`config.mk`:
```
export PLATFORM = sky130hd
export DESIGN_NAME = axis_gen_sequencer
export DESIGN_NICKNAME = d
export VERILOG_FILES = /design/src/rtl/axis_gen_pkg.sv /design/src/rtl/axis_gen_watchdog.sv /design/src/rtl/axis_gen_sequencer.sv
export SDC_FILE = /design/constraint.sdc
export NUM_CORES = 1
export LEC_CHECK = 0
export ABC_AREA = 1
export CAP_MARGIN = 20
export CORE_MARGIN = 2
export CORE_UTILIZATION = 30
export CTS_CLUSTER_SIZE = 10
export DETAILED_ROUTE_END_ITERATION = 10
export PLACE_DENSITY_LB_ADDON = 0.12
export SLEW_MARGIN = 20
export SYNTH_ARGS = -nofsm -noshare
export SYNTH_HDL_FRONTEND = slang
export SYNTH_SLANG_ARGS = --single-unit
```
`constraint.sdc`:
```
create_clock -name clk_i -period 3 [get_ports clk_i]
set_input_delay 0.9 -clock clk_i [delete_from_list [all_inputs] [get_ports clk_i]]
set_output_delay 0.9 -clock clk_i [all_outputs]
set_load 0.01 [all_outputs]
```
`src/rtl/axis_gen_pkg.sv`:
```
// -----------------------------------------------------------------------------
// axis_gen_pkg
// Shared definitions for the axis_data_generator_cntr run-time sequencer:
//   - seq_state_t   : sequencer FSM state encoding
//   - wd_cnt_width(): watchdog stall-counter width for a given timeout
// -----------------------------------------------------------------------------
package axis_gen_pkg;

  typedef enum logic [2:0] {
    S_IDLE      = 3'd0,
    S_RUN       = 3'd1,
    S_GAP       = 3'd2,
    S_STOP_WAIT = 3'd3,
    S_ERR       = 3'd4
  } seq_state_t;

  // Counter must hold 0..ticks; a disabled watchdog (ticks=0) still gets a
  // one-bit counter so the vector is never zero-width.
  function automatic int unsigned wd_cnt_width(input int unsigned ticks);
    return (ticks == 0) ? 1 : $clog2(ticks + 1);
  endfunction

endpackage

```
`src/rtl/axis_gen_watchdog.sv`:
```
// -----------------------------------------------------------------------------
// axis_gen_watchdog
// Counts consecutive stall cycles and flags expiry on the TIMEOUT_TICKS-th one.
// TIMEOUT_TICKS = 0 disables expiry.
// Ports:
//   clk_i      in  clock (rising edge)
//   a_rst_n_i  in  asynchronous active-low reset
//   en_i       in  count this cycle as a stall
//   clr_i      in  clear the stall count (dominates en_i)
//   expire_o   out high in the cycle that completes TIMEOUT_TICKS stalls
// -----------------------------------------------------------------------------
module axis_gen_watchdog
  import axis_gen_pkg::*;
#(
  parameter int unsigned TIMEOUT_TICKS = 1024
) (
  input  logic clk_i,
  input  logic a_rst_n_i,
  input  logic en_i,
  input  logic clr_i,
  output logic expire_o
);

  localparam int unsigned     CNT_W = wd_cnt_width(TIMEOUT_TICKS);
  localparam logic [CNT_W-1:0] LIMIT =
    (TIMEOUT_TICKS == 0) ? '0 : CNT_W'(TIMEOUT_TICKS - 1);

  logic [CNT_W-1:0] r_cnt;
  logic             w_hit;

  // Expiry is flagged combinationally on the stall that would bring the
  // count to TIMEOUT_TICKS, so the FSM reacts after exactly that many stalls.
  assign w_hit    = (TIMEOUT_TICKS != 0) && en_i && !clr_i && (r_cnt == LIMIT);
  assign expire_o = w_hit;

  always_ff @(posedge clk_i or negedge a_rst_n_i) begin
    if (!a_rst_n_i) begin
      r_cnt <= '0;
    end else if (clr_i) begin
      r_cnt <= '0;
    end else if (en_i && !w_hit) begin
      r_cnt <= r_cnt + 1'b1;
    end
  end

endmodule

```
`src/rtl/axis_gen_sequencer.sv`:
```
// -----------------------------------------------------------------------------
// axis_gen_sequencer
// Run-time controller for axis_data_generator_cntr. Drives the generator
// enable, watches its AXI-Stream handshake and sequences a programmed number
// of packets (or runs continuously) with an idle gap between packets.
// Ports:
//   clk_i, a_rst_n_i          clock / async active-low reset
//   start_i, stop_i           single-cycle control requests
//   continuous_i, pack_num_i,
//   gap_i                     configuration, latched on an accepted start
//   axis_tvalid_i/tready_i/
//   axis_tlast_i              monitored stream handshake
//   gen_enable_o              registered generator enable
//   busy_o                    high in RUN, GAP and STOP_WAIT
//   done_o                    one-cycle pulse at normal or stopped completion
//   error_o                   high while in ERR (watchdog expiry)
//   pack_cnt_o, beat_cnt_o    packets completed / beats in current packet
// -----------------------------------------------------------------------------
module axis_gen_sequencer
  import axis_gen_pkg::*;
#(
  parameter int unsigned PACK_CNT_WIDTH = 32,
  parameter int unsigned GAP_WIDTH      = 16,
  parameter int unsigned BEAT_CNT_WIDTH = 16,
  parameter int unsigned TIMEOUT_TICKS  = 1024
) (
  input  logic                      clk_i,
  input  logic                      a_rst_n_i,
  input  logic                      start_i,
  input  logic                      stop_i,
  input  logic                      continuous_i,
  input  logic [PACK_CNT_WIDTH-1:0] pack_num_i,
  input  logic [GAP_WIDTH-1:0]      gap_i,
  input  logic                      axis_tvalid_i,
  input  logic                      axis_tready_i,
  input  logic                      axis_tlast_i,
  output logic                      gen_enable_o,
  output logic                      busy_o,
  output logic                      done_o,
  output logic                      error_o,
  output logic [PACK_CNT_WIDTH-1:0] pack_cnt_o,
  output logic [BEAT_CNT_WIDTH-1:0] beat_cnt_o
);

  seq_state_t r_state, w_state_nxt;

  logic                      r_cont;
  logic [PACK_CNT_WIDTH-1:0] r_pack_num;
  logic [GAP_WIDTH-1:0]      r_gap;
  logic [GAP_WIDTH-1:0]      r_gap_cnt;
  logic [PACK_CNT_WIDTH-1:0] r_pack_cnt;
  logic [BEAT_CNT_WIDTH-1:0] r_beat_cnt;
  logic                      r_gen_enable;
  logic                      r_busy;
  logic                      r_done;
  logic                      r_error;

  logic                      w_hs;
  logic                      w_last_hs;
  logic [PACK_CNT_WIDTH-1:0] w_pack_inc;
  logic                      w_finite_end;
  logic                      w_streaming;
  logic                      w_counting;
  logic                      w_wd_expire;
  logic                      w_start_load;
  logic                      w_gap_load;
  logic                      w_done_nxt;

  assign w_hs         = axis_tvalid_i & axis_tready_i;
  assign w_last_hs    = w_hs & axis_tlast_i;
  assign w_pack_inc   = r_pack_cnt + 1'b1;
  assign w_finite_end = !r_cont && (w_pack_inc == r_pack_num);
  assign w_streaming  = (r_state == S_RUN) || (r_state == S_STOP_WAIT);
  assign w_counting   = w_streaming || (r_state == S_GAP);

  axis_gen_watchdog #(
    .TIMEOUT_TICKS (TIMEOUT_TICKS)
  ) u_watchdog (
    .clk_i     (clk_i),
    .a_rst_n_i (a_rst_n_i),
    .en_i      (w_streaming && !axis_tvalid_i),
    .clr_i     (!w_streaming || axis_tvalid_i),
    .expire_o  (w_wd_expire)
  );

  // ---------------------------------------------------------------------------
  // Next-state logic
  // ---------------------------------------------------------------------------
  always_comb begin
    w_state_nxt  = r_state;
    w_done_nxt   = 1'b0;
    w_start_load = 1'b0;
    w_gap_load   = 1'b0;
    unique case (r_state)
      S_IDLE: begin
        if (start_i && !stop_i) begin
          w_start_load = 1'b1;
          if (!continuous_i && (pack_num_i == '0)) begin
            w_done_nxt = 1'b1;
          end else begin
            w_state_nxt = S_RUN;
          end
        end
      end
      S_RUN: begin
        if (w_wd_expire) begin
          w_state_nxt = S_ERR;
        end else if (w_last_hs) begin
          // A stop arriving with the final beat is treated as already pending.
          if (w_finite_end || stop_i) begin
            w_state_nxt = S_IDLE;
            w_done_nxt  = 1'b1;
          end else if (r_gap != '0) begin
            w_state_nxt = S_GAP;
            w_gap_load  = 1'b1;
          end
        end else if (stop_i) begin
          w_state_nxt = S_STOP_WAIT;
        end
      end
      S_STOP_WAIT: begin
        if (w_wd_expire) begin
          w_state_nxt = S_ERR;
        end else if (w_last_hs) begin
          w_state_nxt = S_IDLE;
          w_done_nxt  = 1'b1;
        end
      end
      S_GAP: begin
        if (stop_i) begin
          w_state_nxt = S_IDLE;
          w_done_nxt  = 1'b1;
        end else if (r_gap_cnt == '0) begin
          w_state_nxt = S_RUN;
        end
      end
      S_ERR: begin
        if (stop_i) begin
          w_state_nxt = S_IDLE;
        end
      end
      default: begin
        w_state_nxt = S_IDLE;
      end
    endcase
  end

  // ---------------------------------------------------------------------------
  // State, outputs (decoded from next state so they are registered and aligned
  // with the state they describe), configuration and counters
  // ---------------------------------------------------------------------------
  always_ff @(posedge clk_i or negedge a_rst_n_i) begin
    if (!a_rst_n_i) begin
      r_state      <= S_IDLE;
      r_gen_enable <= 1'b0;
      r_busy       <= 1'b0;
      r_done       <= 1'b0;
      r_error      <= 1'b0;
    end else begin
      r_state      <= w_state_nxt;
      r_gen_enable <= (w_state_nxt == S_RUN) || (w_state_nxt == S_STOP_WAIT);
      r_busy       <= (w_state_nxt == S_RUN) || (w_state_nxt == S_STOP_WAIT) ||
                      (w_state_nxt == S_GAP);
      r_done       <= w_done_nxt;
      r_error      <= (w_state_nxt == S_ERR);
    end
  end

  always_ff @(posedge clk_i or negedge a_rst_n_i) begin
    if (!a_rst_n_i) begin
      r_cont     <= 1'b0;
      r_pack_num <= '0;
      r_gap      <= '0;
      r_pack_cnt <= '0;
      r_beat_cnt <= '0;
    end else if (w_start_load) begin
      r_cont     <= continuous_i;
      r_pack_num <= pack_num_i;
      r_gap      <= gap_i;
      r_pack_cnt <= '0;
      r_beat_cnt <= '0;
    end else if (w_counting) begin
      // Beats drained by the generator during GAP are counted but never close
      // a packet; only RUN/STOP_WAIT advance the packet count.
      if (w_last_hs && w_streaming) begin
        r_pack_cnt <= w_pack_inc;
        r_beat_cnt <= '0;
      end else if (w_hs) begin
        r_beat_cnt <= r_beat_cnt + 1'b1;
      end
    end
  end

  // Loaded with gap-1 so the GAP state lasts exactly gap cycles.
  always_ff @(posedge clk_i or negedge a_rst_n_i) begin
    if (!a_rst_n_i) begin
      r_gap_cnt <= '0;
    end else if (w_gap_load) begin
      r_gap_cnt <= r_gap - 1'b1;
    end else if ((r_state == S_GAP) && (r_gap_cnt != '0)) begin
      r_gap_cnt <= r_gap_cnt - 1'b1;
    end
  end

  assign gen_enable_o = r_gen_enable;
  assign busy_o       = r_busy;
  assign done_o       = r_done;
  assign error_o      = r_error;
  assign pack_cnt_o   = r_pack_cnt;
  assign beat_cnt_o   = r_beat_cnt;

endmodule

```
==> results of run 1 <==
metrics by stage:
| step | setup TNS (ns) | instances | cell area [um^2] | util | setup WS (ns) |
|---|---|---|---|---|---|
| 5_1_grt | -5.05 | 1746 | 11700 | 0.462 | -0.431 |
| 4_1_cts | -1.35 | 1738 | 11400 | 0.449 | -0.168 |
| 6_report | -1.28 | 1746 | 11700 | 0.462 | -0.151 |
| 3_5_place_dp | -4.88 | 1697 | 10600 | 0.418 | -0.418 |
| 2_1_floorplan | 0 | 1107 | 7800 | - | 0.00130 |
| 3_3_place_gp | -3.67 | 1697 | 10600 | 0.418 | -0.343 |
Yosys cell counts (3+ instances only):
library cell	instances
a21oi_1	14
a31oi_1	6
buf_2	3
clkbuf_1	18
dfrtp_1	131
ha_1	4
inv_1	113
nand2_1	415
nand2_2	5
nand3_1	75
nand3_2	3
nand3b_1	16
nand4_1	27
nor2_1	105
nor2_2	7
nor2_4	8
nor3_1	19
nor4_1	17
o21ai_0	53
o22ai_1	24
or2_2	3
xnor3_1	4
xor2_1	14
worst reg2reg max path, cell delays in order (launching register included):
cell,delay [ns]
dfrtp_2,0.39
ha_4,0.15
nand2_4,0.05
nor2_4,0.21
nand2_2,0.11
nor2_4,0.23
nand2_2,0.10
nand2_2,0.08
nand2_1,0.05
nand2_1,0.07
nand2_2,0.08
nor2_1,0.11
nand2_1,0.09
nor2_4,0.17
nand3_4,0.15
nand3_4,0.15
nand2_2,0.08
o21ai_4,0.08
ha_4,0.17
nand3_2,0.10
nor2_4,0.18
nand2_1,0.07
nand2_1,0.06
nand2_1,0.04
nand2_1,0.05
nand2_1,0.04
cells by family (layout without fill, tap and decap cells):
family                     count (synthesis)  count (layout)  share of synthesized area
buffers and inverters                    143             452                     0.0719
and+or+nand+nor                          706             706                      0.398
xor gates and xnor gates                  19              19                     0.0285
adders and majority gates                  4               4                    0.00643
AOI/OAI and AO/OA                        104             104                     0.0738
DFF                                      131             131                      0.421
final cells by class:
cell class | instances | area, um^2 | share of cell area
Inverter | 117 | 444 | 0.0380
Clock buffer | 21 | 470 | 0.0402
Clock inverter | 11 | 128 | 0.0109
Sequential cell | 131 | 3280 | 0.281
Tap cell | 330 | 413 | 0.0353
Multi-Input combinational cell | 833 | 4290 | 0.366
Timing Repair Buffer | 303 | 2680 | 0.229
report_power, final:
part / switching, W / internal [W] / leakage, nW
Combinational: 0.00176 / 0.00153 / 3.43
Clock: 0.000844 / 0.00129 / 0.274
Sequential: 0.000459 / 0.00228 / 1.71
layer usage:
| metal | wire length [um] | vias to the layer above | track usage |
|---|---|---|---|
| met1 | 12400 | 3772 | 0.269 |
| met2 | 12100 | 153 | 0.314 |
| met4 | 616 | 0 | 0.0660 |
| met5 | 0 | - | 0 |
| li1 | - | 4185 | - |
| met3 | 819 | 37 | 0.0342 |
registers in the layout, indices dropped and copies added, names as in the netlist:
| name | count |
|---|---|
| pack_cnt_o | 32 |
| r_pack_num | 32 |
| beat_cnt_o | 16 |
| r_gap | 16 |
| r_gap_cnt | 16 |
| u_watchdog.r_cnt | 11 |
| r_state | 3 |
| busy_o | 1 |
| done_o | 1 |
| error_o | 1 |
| gen_enable_o | 1 |
| r_cont | 1 |
worst max-delay path by stage:
stage,slack (ns),end,depth (start not counted),startpoint
after global routing,-0.43,r_gap_cnt[15],25,pack_cnt_o[0]
after global placement,-0.34,r_gap_cnt[15],18,axis_tvalid_i
after CTS,-0.17,r_gap_cnt[10],24,pack_cnt_o[0]
after detailed placement,-0.42,r_gap_cnt[15],18,axis_tvalid_i
after floorplan,0.001,r_gap_cnt[10],26,pack_cnt_o[1]
final,-0.15,r_gap_cnt[10],25,pack_cnt_o[0]
timing repair:
item	4_1_cts	5_1_grt
pin swaps	20	26
setup endpoints to repair	15	18
cloned	1	1
resized for setup	39	77
setup buffers	8	8
==> out/qor.yml, run 1 <==
synth:
  postSynthAreaPerCell_um2: 7.03
  yosys-top-cells-area: "dfrtp_1, nand2_1, inv_1"
  synth-seq-cells: 131
  synth_top_cell_by_area: "dfrtp_1"
  synth_top_cell_area_share: 0.421
  yosysUniqueCellTypes: 39
  ys_seq_area_frac: 0.421
  async_reset_ff_frac: 1.00
  synth_cells: 1107
  mappedNetlistNets: 1167
  synth-main-ff-cell: "dfrtp_1"
  ys_warn_count: 0
  syn_area_um2: 7780
  synth_edf_count: 0
critical_path:
  crit_buf_inv: 0
  critPathLaunchType: "register"
  cpPeakStageDelay_ns: 0.39
  r2r-end: "r_gap_cnt[10]"
  r2r-start: "pack_cnt_o[0]"
  cp_max_fo: 7
  required_ns: 3.32
  r2r_slack_ns: -0.15
  cp.arrival_ns: 3.47
  crit_family: "simple AND/OR/NAND/NOR gates"
  crit_path_frequent_cell: "nand2_1"
  worst-setup-path-type: "reg2reg"
  slowest_stage: "dfrtp_2"
  r2r_cells: 25
  end_kind: "register"
routing:
  drc: 0
  antenna_left: 0
  viasPerCell: 4.67
  dr_total_vias: 8147
  wl_per_cell_um: 14.8
  drt_pass1_iterations: 6
  drt_iter0_markers: 554
  wirelength_mm: 25.9
timing:
  setup_violations: 14
  slew_headroom: 0.647
  tightest_slew_ns: 0.529
  min_period_ns: 3.15
  skew_ns: 0.0123
  rsz0062_at_grt: "true"
  fmax_mhz: 317
  period_share: 1.05
  finalHoldViolations: 0
  whs_ns: 0.427
  finalWorstSetupSlack_ns: -0.151
  report.final.slew_viol_count: 0
clock_tree:
  clk_pin_slew_worst_paths_ns: 0.07
  cts_buffer_depth: 2
  cts-htree-levels: 4
  cts_root_buf: "clkbuf_16"
  postCtsHoldBufs: 0
  tritoncts: "built"
  cts_sinks: 131
  cts_made_buffers: 17
  insertion_delay_ns: 0.43
finish:
  syn_to_final_growth_pct: 50.4
  diodes: 0
  layout_commonest_cell: "nand2_1"
  final_cell_mix: "nand2_1, buf_4, dfrtp_1"
  drive_above_1_share: 0.241
  nets: 1463
  fillers: 2593
power:
  power.total_w: 0.00816
  p_leak_nw: 5.41
  vdd_drop_max_mv: 0.366
  p_per_area_nw_per_um2: 697
placement:
  io_buffer_count: 107
  post-dp-hpwl_mm: 19.4
  routabilityCongestion: 0.895
floorplanning:
  fp.dieH_um: 165
  fp.dieW_um: 165
  rows: 58
  dieArea_um2: 27200
  start_util: 0.307
  fp.coreArea_um2: 25300
  io_pins: 108
outcome:
  violations: "negative setup slack"
  status: "complete, but fails checks"
global_routing:
  grt.overflow.total: 0
  grt_pass1_vias: 7860
  antenna_found_initial: 0
  grt_pass1_wl_mm: 41.1
  grt_max_degree: 58
  gr-usage-all-layers: 0.196
min_path:
  hold_class: "in2async"
run:
  maxCapViolations: 0
(Power assumes the default switching activity.)
==> run 2: changes to the inputs <==
- clock period: 3 -> 3.7 ns (I/O delays scaled with it)
==> run 2 against run 1 <==
Compared with the run above: the run now ends clean; fmax decreased by 6.7%; design area decreased by 14%; sequential share of layout area increased by 4.6 points; final cell count decreased by 9.7%; routed wire length decreased by 5.3%; worst setup slack improved by 0.47 ns; hold slack improved by 0.075 ns; die area unchanged; combinational power decreased by 39%; non-clock buffer count decreased by 170; register-to-register slack improved by 0.47 ns; critical path type unchanged; critical endpoint unchanged.
==> out/qor.yml, run 2 (synthesis gave the netlist of run 1 again) <==
timing:
  whs_ns: 0.502
  setup-tns-final_ns: 0
  setup_violations: 0
  finalHoldViolations: 0
  min_period_ns: 3.38
  fmax_mhz: 296
  tightest_slew_ns: 0.558
  slew_headroom: 0.627
  report.final.slew_viol_count: 0
  skew_ns: 0.00979
  period_share: 0.913
  rsz0062_at_grt: "true"
critical_path:
  cp.arrival_ns: 3.69
  cp_max_fo: 10
  r2r-end: "r_gap_cnt[10]"
  critPathLaunchType: "register"
  r2r_cells: 22
  r2r_slack_ns: 0.32
  worst-setup-path-type: "reg2reg"
  startpoint: "pack_cnt_o[2]"
  r2r-start: "pack_cnt_o[2]"
  end_kind: "register"
  required_ns: 4.01
placement:
  dp_cells: 1542
  io_buffer_count: 107
  post-dp-hpwl_mm: 18.8
  postPlaceCellArea_um2: 9360
  routabilityCongestion: 0.885
global_routing:
  grt_pass1_wl_mm: 39.6
  antenna_found_initial: 1
  gr-usage-all-layers: 0.189
  grt_max_degree: 57
  grt.overflow.total: 0
  grt_pass1_vias: 7198
floorplanning:
  dieArea_um2: 27200
  rows: 58
  io_pins: 108
  fp.dieW_um: 165
  fp.dieH_um: 165
  fp.coreArea_um2: 25300
  start_util: 0.307
clock_tree:
  cts_made_buffers: 17
  cts_buffer_depth: 2
  insertion_delay_ns: 0.43
  tritoncts: "built"
  postCtsHoldBufs: 0
  clk_pin_slew_worst_paths_ns: 0.06
  cts_sinks: 131
  cts-htree-levels: 4
  cts_root_buf: "clkbuf_16"
routing:
  antenna_left: 0
  drt_iter0_markers: 544
  wirelength_mm: 24.5
  drt_pass1_iterations: 5
  drc: 0
  viasPerCell: 4.76
  dr_total_vias: 7510
  wl_per_cell_um: 15.6
power:
  p_per_area_nw_per_um2: 605
  vdd_drop_max_mv: 0.234
  p_leak_nw: 4.51
min_path:
  hold_class: "reg2reg"
  min_to: "r_pack_num[0]"
  hold_depth: 2
  worstHoldStart: "r_pack_num[0]"
outcome:
  status: "finished, final reports clean"
finish:
  nets: 1293
  layout_commonest_cell: "nand2_1"
  final_core_util: 0.397
  stdcell_count: 1577
  final_cell_mix: "nand2_1, dfrtp_1, inv_1"
  drive_above_1_share: 0.0754
  syn_to_final_growth_pct: 29.1
  final_area_um2: 10000
run:
  maxCapViolations: 0
run 2: stage by stage:
| stage | total power, W | setup slack [ns] |
|---|---|---|
| global placement | 0.00423 | 0.103 |
| global route | 0.00655 | 0.000424 |
| floorplan | 0.00345 | 0.430 |
| finish | 0.00608 | 0.322 |
| detailed placement | 0.00424 | -0.00176 |
| CTS | 0.00613 | 0.187 |
run 2: worst max-delay path by stage:
stage                     slack [ns]       endpoint  depth (start not counted)
after floorplan                 0.43  r_gap_cnt[10]                         14
after global placement          0.10  r_gap_cnt[14]                         15
after detailed placement      -0.002  r_gap_cnt[14]                         15
after CTS                       0.19  r_gap_cnt[10]                         22
after global routing          0.0004  r_gap_cnt[10]                         25
final                           0.32  r_gap_cnt[10]                         22
run 2: area by class of cell:
class / count / area (um^2)
fillers: 2657 / 15300
multi-input cells: 833 / 3990
flip-flops and latches: 131 / 3280
repair buffers: 133 / 1290
clock buffers: 20 / 457
inverters: 117 / 439
well taps: 330 / 413
clock inverters: 12 / 178
diodes: 1 / 2.50
run 2: metal layers:
layer  wire, um  vias to the layer above  track usage
li1           -                     3840            -
met1      12000                     3496        0.270
met2      11200                      151        0.297
met3        920                       23       0.0329
met4        352                        0       0.0478
met5          0                        -            0
run 2: critical path, cell delays in order, from the launching register on:
cell and delay [ns]:
dfrtp_1 0.44, inv_1 0.13, nor2_4 0.25, nand2_1 0.14
nor2_2 0.27, nand3_1 0.14, nand3_1 0.10, nand2_1 0.06
nor2_1 0.12, nand2_1 0.14, nor2_4 0.19, nand3_4 0.11
nand3_4 0.14, nand2_1 0.07, nand2_1 0.12, ha_1 0.22
nand3_2 0.13, nor2_4 0.22, nand2_1 0.07, nand2_1 0.06
nand2_1 0.05, nand2_1 0.05, nand2_1 0.04
run 2: repair_timing:
| item | 4_1_cts | 5_1_grt |
|---|---|---|
| endpoints found under the setup margin | 0 | 11 |
| buffers inserted | 0 | 2 |
| resized for setup | 0 | 9 |
run 2: where the power goes:
part	total (W)	internal, W	switching (W)	leakage (nW)
clock	0.00186	0.00117	0.000689	0.299
combinational	0.00200	0.000819	0.00118	2.49
sequential	0.00222	0.00184	0.000378	1.72
==> run 3: changes to the inputs <==
- CORE_UTILIZATION: 30 -> 31
==> run 3 against run 2 <==
Compared with the run above: core utilization is 1.2 points higher; sequential share of layout area rose by 0.17 points; combinational power about the same; routed wire length down 0.15%; clock-buffer cell count is 3 higher; non-clock buffer count fell by 1; design area down 0.49%; clock power down 8%; global-route usage grew 0.47 points; final cell count fell by 0.51%; critical path type unchanged; largest cell class unchanged.
==> out/qor.yml, run 3 (synthesis gave the netlist of run 1 again) <==
finish:
  layout_commonest_cell: "nand2_1"
  stdcell_count: 1569
  nets: 1292
  syn_to_final_growth_pct: 28.5
  diodes: 0
  drive_above_1_share: 0.0763
  fillers: 2546
  final_cell_mix: "nand2_1, dfrtp_1, inv_1"
timing:
  setup-tns-final_ns: 0
  fmax_mhz: 299
  period_share: 0.904
  slew_headroom: 0.386
  finalWorstSetupSlack_ns: 0.355
  min_period_ns: 3.34
  setup_violations: 0
  tightest_slew_ns: 0.918
  finalHoldViolations: 0
  report.final.slew_viol_count: 0
  skew_ns: 0.0131
  rsz0062_at_grt: "false"
global_routing:
  grt_pass1_vias: 7198
  antenna_found_initial: 2
  gr-usage-all-layers: 0.194
  grt.overflow.total: 0
  grt_pass1_wl_mm: 39.8
  grt_max_degree: 61
floorplanning:
  fp.coreArea_um2: 24500
  fp.dieW_um: 162
  start_util: 0.318
  io_pins: 108
  fp.dieH_um: 162
  dieArea_um2: 26400
  rows: 57
critical_path:
  r2r_cells: 25
  cp.arrival_ns: 3.65
  cpPeakStageDelay_ns: 0.35
  cp_max_fo: 16
  crit_path_frequent_cell: "nand2_1"
  slowest_stage: "dfrtp_1"
  r2r-start: "pack_cnt_o[0]"
  worst-setup-path-type: "reg2reg"
  critPathLaunchType: "register"
  r2r-end: "r_gap_cnt[10]"
  r2r_slack_ns: 0.36
  end_kind: "register"
  required_ns: 4.01
routing:
  wl_per_cell_um: 15.6
  viasPerCell: 4.72
  drc: 0
  drt_pass1_iterations: 5
  drt_iter0_markers: 356
  dr_total_vias: 7410
  wirelength_mm: 24.5
  antenna_left: 0
power:
  power.total_w: 0.00597
  p_per_area_nw_per_um2: 597
  p_leak_nw: 4.49
  vdd_drop_max_mv: 0.288
clock_tree:
  cts_sinks: 131
  clk_pin_slew_worst_paths_ns: 0.06
  insertion_delay_ns: 0.43
  cts_buffer_depth: 2
  cts-htree-levels: 4
  postCtsHoldBufs: 0
  cts_made_buffers: 17
  cts_root_buf: "clkbuf_16"
  tritoncts: "built"
placement:
  dp_cells: 1535
  routabilityCongestion: 0.852
  place_ws_ns: 0.110
  post-dp-hpwl_mm: 18.7
  io_buffer_count: 107
min_path:
  hold_depth: 2
  hold_class: "reg2reg"
  min_to: "r_pack_num[31]"
  worstHoldStart: "r_pack_num[31]"
run:
  maxCapViolations: 0
outcome:
  status: "finished, final reports clean"
[run 3: changes by cell type in the layout (fill, tap and decap cells not counted), moves of 3 or more]
| cell | before | now |
|---|---|---|
| clkinvlp_4 | 4 | 1 |
| nor2_2 | 7 | 10 |
| nor2_1 | 102 | 98 |
| clkbuf_1 | 1 | 5 |
[run 3: cell type report]
class | count | area (um^2) | area share
Multi-Input combinational cell | 833 | 4000 | 0.400
Sequential cell | 131 | 3280 | 0.328
Clock inverter | 9 | 130 | 0.0130
Clock buffer | 23 | 458 | 0.0458
Tap cell | 324 | 405 | 0.0406
Timing Repair Buffer | 132 | 1290 | 0.129
Inverter | 117 | 439 | 0.0439
[run 3: critical path: cells and delay by family (launching register included)]
family / cells / cell delay (ns)
fa+ha+maj: 2 / 0.41
buf+inv: 2 / 0.36
flops: 1 / 0.35
simple gates: 21 / 2.08
[run 3: worst max path at each step]
| stage | start | end | slack [ns] | cells after the start |
|---|---|---|---|---|
| final | pack_cnt_o[0] | r_gap_cnt[10] | 0.36 | 25 |
| after global routing | pack_cnt_o[1] | r_gap_cnt[15] | 0.03 | 25 |
| after CTS | pack_cnt_o[14] | r_gap_cnt[10] | 0.25 | 22 |
| after detailed placement | axis_tvalid_i | r_gap_cnt[6] | 0.11 | 16 |
| after global placement | axis_tvalid_i | r_gap_cnt[10] | 0.15 | 16 |
| after floorplan | axis_tready_i | r_gap_cnt[10] | 0.43 | 14 |
[run 3: where the power goes]
group          internal, W  leakage [nW]  total (W)  switching, W
logic             0.000824          2.49    0.00202       0.00120
clock network      0.00108         0.285    0.00172      0.000645
registers          0.00185          1.72    0.00223      0.000380
[run 3: per-stage QoR]
step | hold WS (ns) | instance area [um^2] | utilization
6_report | 0.500 | 10000 | 0.409
5_1_grt | 0.527 | 10000 | 0.409
4_1_cts | 0.499 | 9930 | 0.406
3_5_place_dp | 0.486 | 9340 | 0.382
3_3_place_gp | 0.482 | 9340 | 0.382
2_1_floorplan | 0.450 | 7780 | -
[run 3: timing repair]
action,in CTS,in global routing
buffers inserted,0,2
resized for setup,0,18
endpoints found under the setup margin,0,13
[run 3: metal layers]
metal / vias to the layer above / global-route usage / wire (um)
li1: 3848 / - / -
met1: 3398 / 0.273 / 12100
met2: 139 / 0.308 / 11200
met3: 23 / 0.0311 / 881
met4: 2 / 0.0583 / 365
met5: - / 0 / 14
==> RTL change 1: new RTL, flow settings as in run 2 <==
Encoding of `seq_state_t`: now one-hot (5 bits for 5 states).
--- a/src/rtl/axis_gen_pkg.sv
+++ b/src/rtl/axis_gen_pkg.sv
@@ -6,12 +6,12 @@
 // -----------------------------------------------------------------------------
 package axis_gen_pkg;
 
-  typedef enum logic [2:0] {
-    S_IDLE      = 3'd0,
-    S_RUN       = 3'd1,
-    S_GAP       = 3'd2,
-    S_STOP_WAIT = 3'd3,
-    S_ERR       = 3'd4
+  typedef enum logic [4:0] {
+    S_IDLE      = 5'b00001,
+    S_RUN       = 5'b00010,
+    S_GAP       = 5'b00100,
+    S_STOP_WAIT = 5'b01000,
+    S_ERR       = 5'b10000
   } seq_state_t;
 
   // Counter must hold 0..ticks; a disabled watchdog (ticks=0) still gets a
Formal check against the unedited RTL: same outputs for any inputs over 4 cycles, from zero or initial values and one cycle with a_rst_n_i low; so few cycles prove little.
==> RTL change 1 against run 2 <==
- area after synthesis up 4.8%
- via count up 5.3%
- critical path type unchanged
- wire length up 4.2%
- core utilization down 0.71 points
- final area up 3.9%
- hold slack worse by 0.011 ns
- worst setup slack worse by 0.024 ns
- total power down 15%
- first-iteration DRC count down 6.6%
- clock power down 4%
- sequential cell count up 2
- critical path depth up 3
- largest power group unchanged
- synthesized cell count up 5.1%
==> RTL change 1: results (changes against run 2) <==
| Metric | Value |
|---|---|
| Reg2Reg Setup Slack | `0.30 ns (was 0.32 ns)` |
| Peak supply drop | `0.303 mV (was 0.234 mV)` |
| Max-slew headroom | `50.7% (was 62.7%)` |
| R2R Path Start | `pack_cnt_o[1] (was pack_cnt_o[2])` |
| DP Worst Slack | `0.103 ns (was -0.00176 ns)` |
| Largest cells by area after synthesis | `dfrtp_1 41%, nand2_1 18%, inv_1 6.3% (was dfrtp_1 42%, nand2_1 20%, inv_1 5.5%)` |
| DR vias/cell | `4.79 (was 4.76)` |
| Top Layer Used | `met5 (was met4)` |
| Status | `finished, final reports clean (unchanged)` |
| Cells after synthesis | `1164 (was 1107)` |
| Gpl congestion | `0.847 (was 0.885)` |
| Initial drt markers | `508 (was 544)` |
| Dpl cells | `1614 (was 1542)` |
| CP Capture Point | `r_gap_cnt[14] (was r_gap_cnt[10])` |
| First-pass GRT wire length | `41.0 mm (was 39.6 mm)` |
| Worst Path Arrival | `3.71 ns (was 3.69 ns)` |
| CP Max Fanout | `7 (was 10)` |
| Netlist cell types | `49 (was 39)` |
| Fillers | `2776 (was 2657)` |
| Post-synthesis xor/xnor area fraction | `1.09% (was 2.85%)` |
| Clk_skew | `0.0158 ns (was 0.00979 ns)` |
| Cells on worst reg2reg path | `25 (was 22)` |
| Met3 wire length | `1.26 mm (was 920 um)` |
| Static leakage | `4.84 nW (was 4.51 nW)` |
| WL met2 | `10.9 mm (was 11.2 mm)` |
| Hold EP | `r_pack_num[13] (was r_pack_num[0])` |
| Post-Synth Adder-Cell Area | `0.614% (was 0.643%)` |
-- RTL change 1: cell types whose count changed in the layout (fill, tap and decap cells not counted), sizes merged, moves of 6 or more --
cell | run 2 | this run
xor2 | 14 | 4
o21ai | 56 | 79
inv | 117 | 147
o22ai | 24 | 18
buf | 27 | 35
nand2 | 421 | 397
nor2 | 120 | 134
nand3 | 80 | 103
-- RTL change 1: critical path, stage by stage (launching register included) --
cell and delay [ns]:
dfrtp_2 0.40, ha_1 0.22, nand2_2 0.12, nor2_8 0.21
nand2_4 0.12, nor2_8 0.18, nand2_2 0.05, nand2_1 0.07
nand2_1 0.07, nand2_1 0.06, nand2_1 0.04, nor2_1 0.12
nand2_1 0.12, nor2_2 0.16, nand3_4 0.14, nand3_4 0.10
nand2_1 0.05, nand2_1 0.13, ha_1 0.21, inv_1 0.05
nor2_2 0.17, nand2_2 0.11, nor2_1 0.14, nand3_1 0.10
nand3_1 0.09, nand2_1 0.05
-- RTL change 1: area by class of cell --
type	count	share of cell area (%)
Multi-Input combinational cell	861	40.1
Sequential cell	133	31.9
Timing Repair Buffer	141	13.0
Inverter	143	5.14
Clock buffer	18	4.21
Tap cell	341	4.09
Clock inverter	14	1.58
-- RTL change 1: report_power, final --
group / switching [mW] / internal (mW)
registers: 0.242 / 1.79
clock network: 0.744 / 1.03
logic: 0.814 / 0.529
total: 1.80 / 3.35
-- RTL change 1: metal layers --
layer / vias up / global-route usage, %
met4: 2 / 4.72
met2: 169 / 27.9
met3: 28 / 4.12
met5: - / 0
li1: 4052 / -
met1: 3655 / 26.5
-- RTL change 1: stage by stage --
stage                     hold slack [ns]  area [um^2]
after global placement              0.475         9770
after global routing                0.522        10400
after detailed placement            0.478         9770
after floorplan                     0.455         8150
final                               0.491        10400
after CTS                           0.493        10400
==> RTL change 2: new RTL, config.mk and constraints of run 2 <==
Made on the original files. `TIMEOUT_TICKS` is set to 1024 in 2 places; all go to 2048.
--- a/src/rtl/axis_gen_watchdog.sv
+++ b/src/rtl/axis_gen_watchdog.sv
@@ -12,7 +12,7 @@
 module axis_gen_watchdog
   import axis_gen_pkg::*;
 #(
-  parameter int unsigned TIMEOUT_TICKS = 1024
+  parameter int unsigned TIMEOUT_TICKS = 2048
 ) (
   input  logic clk_i,
   input  logic a_rst_n_i,
--- a/src/rtl/axis_gen_sequencer.sv
+++ b/src/rtl/axis_gen_sequencer.sv
@@ -22,7 +22,7 @@
   parameter int unsigned PACK_CNT_WIDTH = 32,
   parameter int unsigned GAP_WIDTH      = 16,
   parameter int unsigned BEAT_CNT_WIDTH = 16,
-  parameter int unsigned TIMEOUT_TICKS  = 1024
+  parameter int unsigned TIMEOUT_TICKS  = 2048
 ) (
   input  logic                      clk_i,
   input  logic                      a_rst_n_i,
Behaviour: same outputs for any inputs over 4 cycles, from zero or initial values and one cycle with a_rst_n_i low; that may be too few to reach the edited logic, so the function may still have changed.
==> RTL change 2 against run 2 <==
- critical path depth rose by 2
- sequential share of layout area fell by 0.39 points
- worst setup slack got worse by 0.013 ns
- total power rose by 1.5%
- area after synthesis rose by 2.3%
- cell count rose by 2.3%
- sequential cell count rose by 1
- wire length barely moved
- die area rose by 2.3%
- final area rose by 2.3%
- critical endpoint is now r_gap_cnt[14]
==> RTL change 2: results (changes against run 2) <==
| Metric | Value |
|---|---|
| Switching power | `2.38 mW (was 2.25 mW)` |
| First-pass GRT wire length | `39.5 mm (was 39.6 mm)` |
| Final #Nets | `1325 (was 1293)` |
| Max-slew headroom | `57.6% (was 62.7%)` |
| Wirelength per Cell | `15.2 um (was 15.6 um)` |
| Wl on met1 | `11.6 mm (was 12.0 mm)` |
| WL met2 | `11.5 mm (was 11.2 mm)` |
| Fraction of the mapped netlist area in compound gates | `8.99% (was 7.38%)` |
| Initial drt markers | `549 (was 544)` |
| Post-synthesis xor/xnor area fraction | `1.49% (was 2.85%)` |
| Post-Synth Adder-Cell Area | `0.629% (was 0.643%)` |
| Area after DPL | `9570 um^2 (was 9360 um^2)` |
| Clk_skew | `0.0109 ns (was 0.00979 ns)` |
| CP Max Fanout | `6 (was 10)` |
| DP Worst Slack | `-0.0951 ns (was -0.00176 ns)` |
| Cells on worst reg2reg path | `24 (was 22)` |
| Hold Slack | `0.487 ns (was 0.502 ns)` |
| Hold EP | `r_gap_cnt[15] (was r_pack_num[0])` |
| Mapped Avg Cell Area | `7.02 um^2 (was 7.03 um^2)` |
| Mux contribution to synthesized area | `0.126% (was 0%)` |
| Static leakage | `4.72 nW (was 4.51 nW)` |
| Gr usage total | `18.0% (was 18.9%)` |
| GR Util met1 | `24.8% (was 27.0%)` |
| Dpl cells | `1577 (was 1542)` |
| Post-DP HPWL | `18.4 mm (was 18.8 mm)` |
| Final Cycle Share | `91.6% (was 91.3%)` |
| Status | `finished, final reports clean (unchanged)` |
| Min-delay src | `r_gap_cnt[15] (was r_pack_num[0])` |
| Initial antenna violation count | `0 (was 1)` |
| Global Route met2 Usage | `28.9% (was 29.7%)` |
| Vias in the first global route | `7362 (was 7198)` |
| R2R Path Start | `pack_cnt_o[0] (was pack_cnt_o[2])` |
==> RTL change 2: layout make-up <==
| class | instances | area (um^2) |
|---|---|---|
| fillers | 2727 | 15800 |
| multi-input cells | 823 | 4020 |
| inverters | 151 | 567 |
| flip-flops and latches | 132 | 3310 |
| well taps | 335 | 419 |
| repair buffers | 140 | 1350 |
| clock inverters | 14 | 175 |
| clock buffers | 18 | 439 |
==> RTL change 2: repair_timing <==
action	4_1_cts	5_1_grt
resized for setup	0	21
buffers inserted	0	4
endpoints found under the setup margin	0	12
==> RTL change 2: power by group through the flow <==
stage / Clock, mW / Combinational, mW / Sequential, mW
floorplan: 0 / 1.41 / 2.15
global placement: 0 / 2.11 / 2.24
detailed placement: 0 / 2.12 / 2.24
CTS: 1.85 / 2.13 / 2.22
global route: 1.92 / 2.44 / 2.29
finish: 1.82 / 2.13 / 2.23
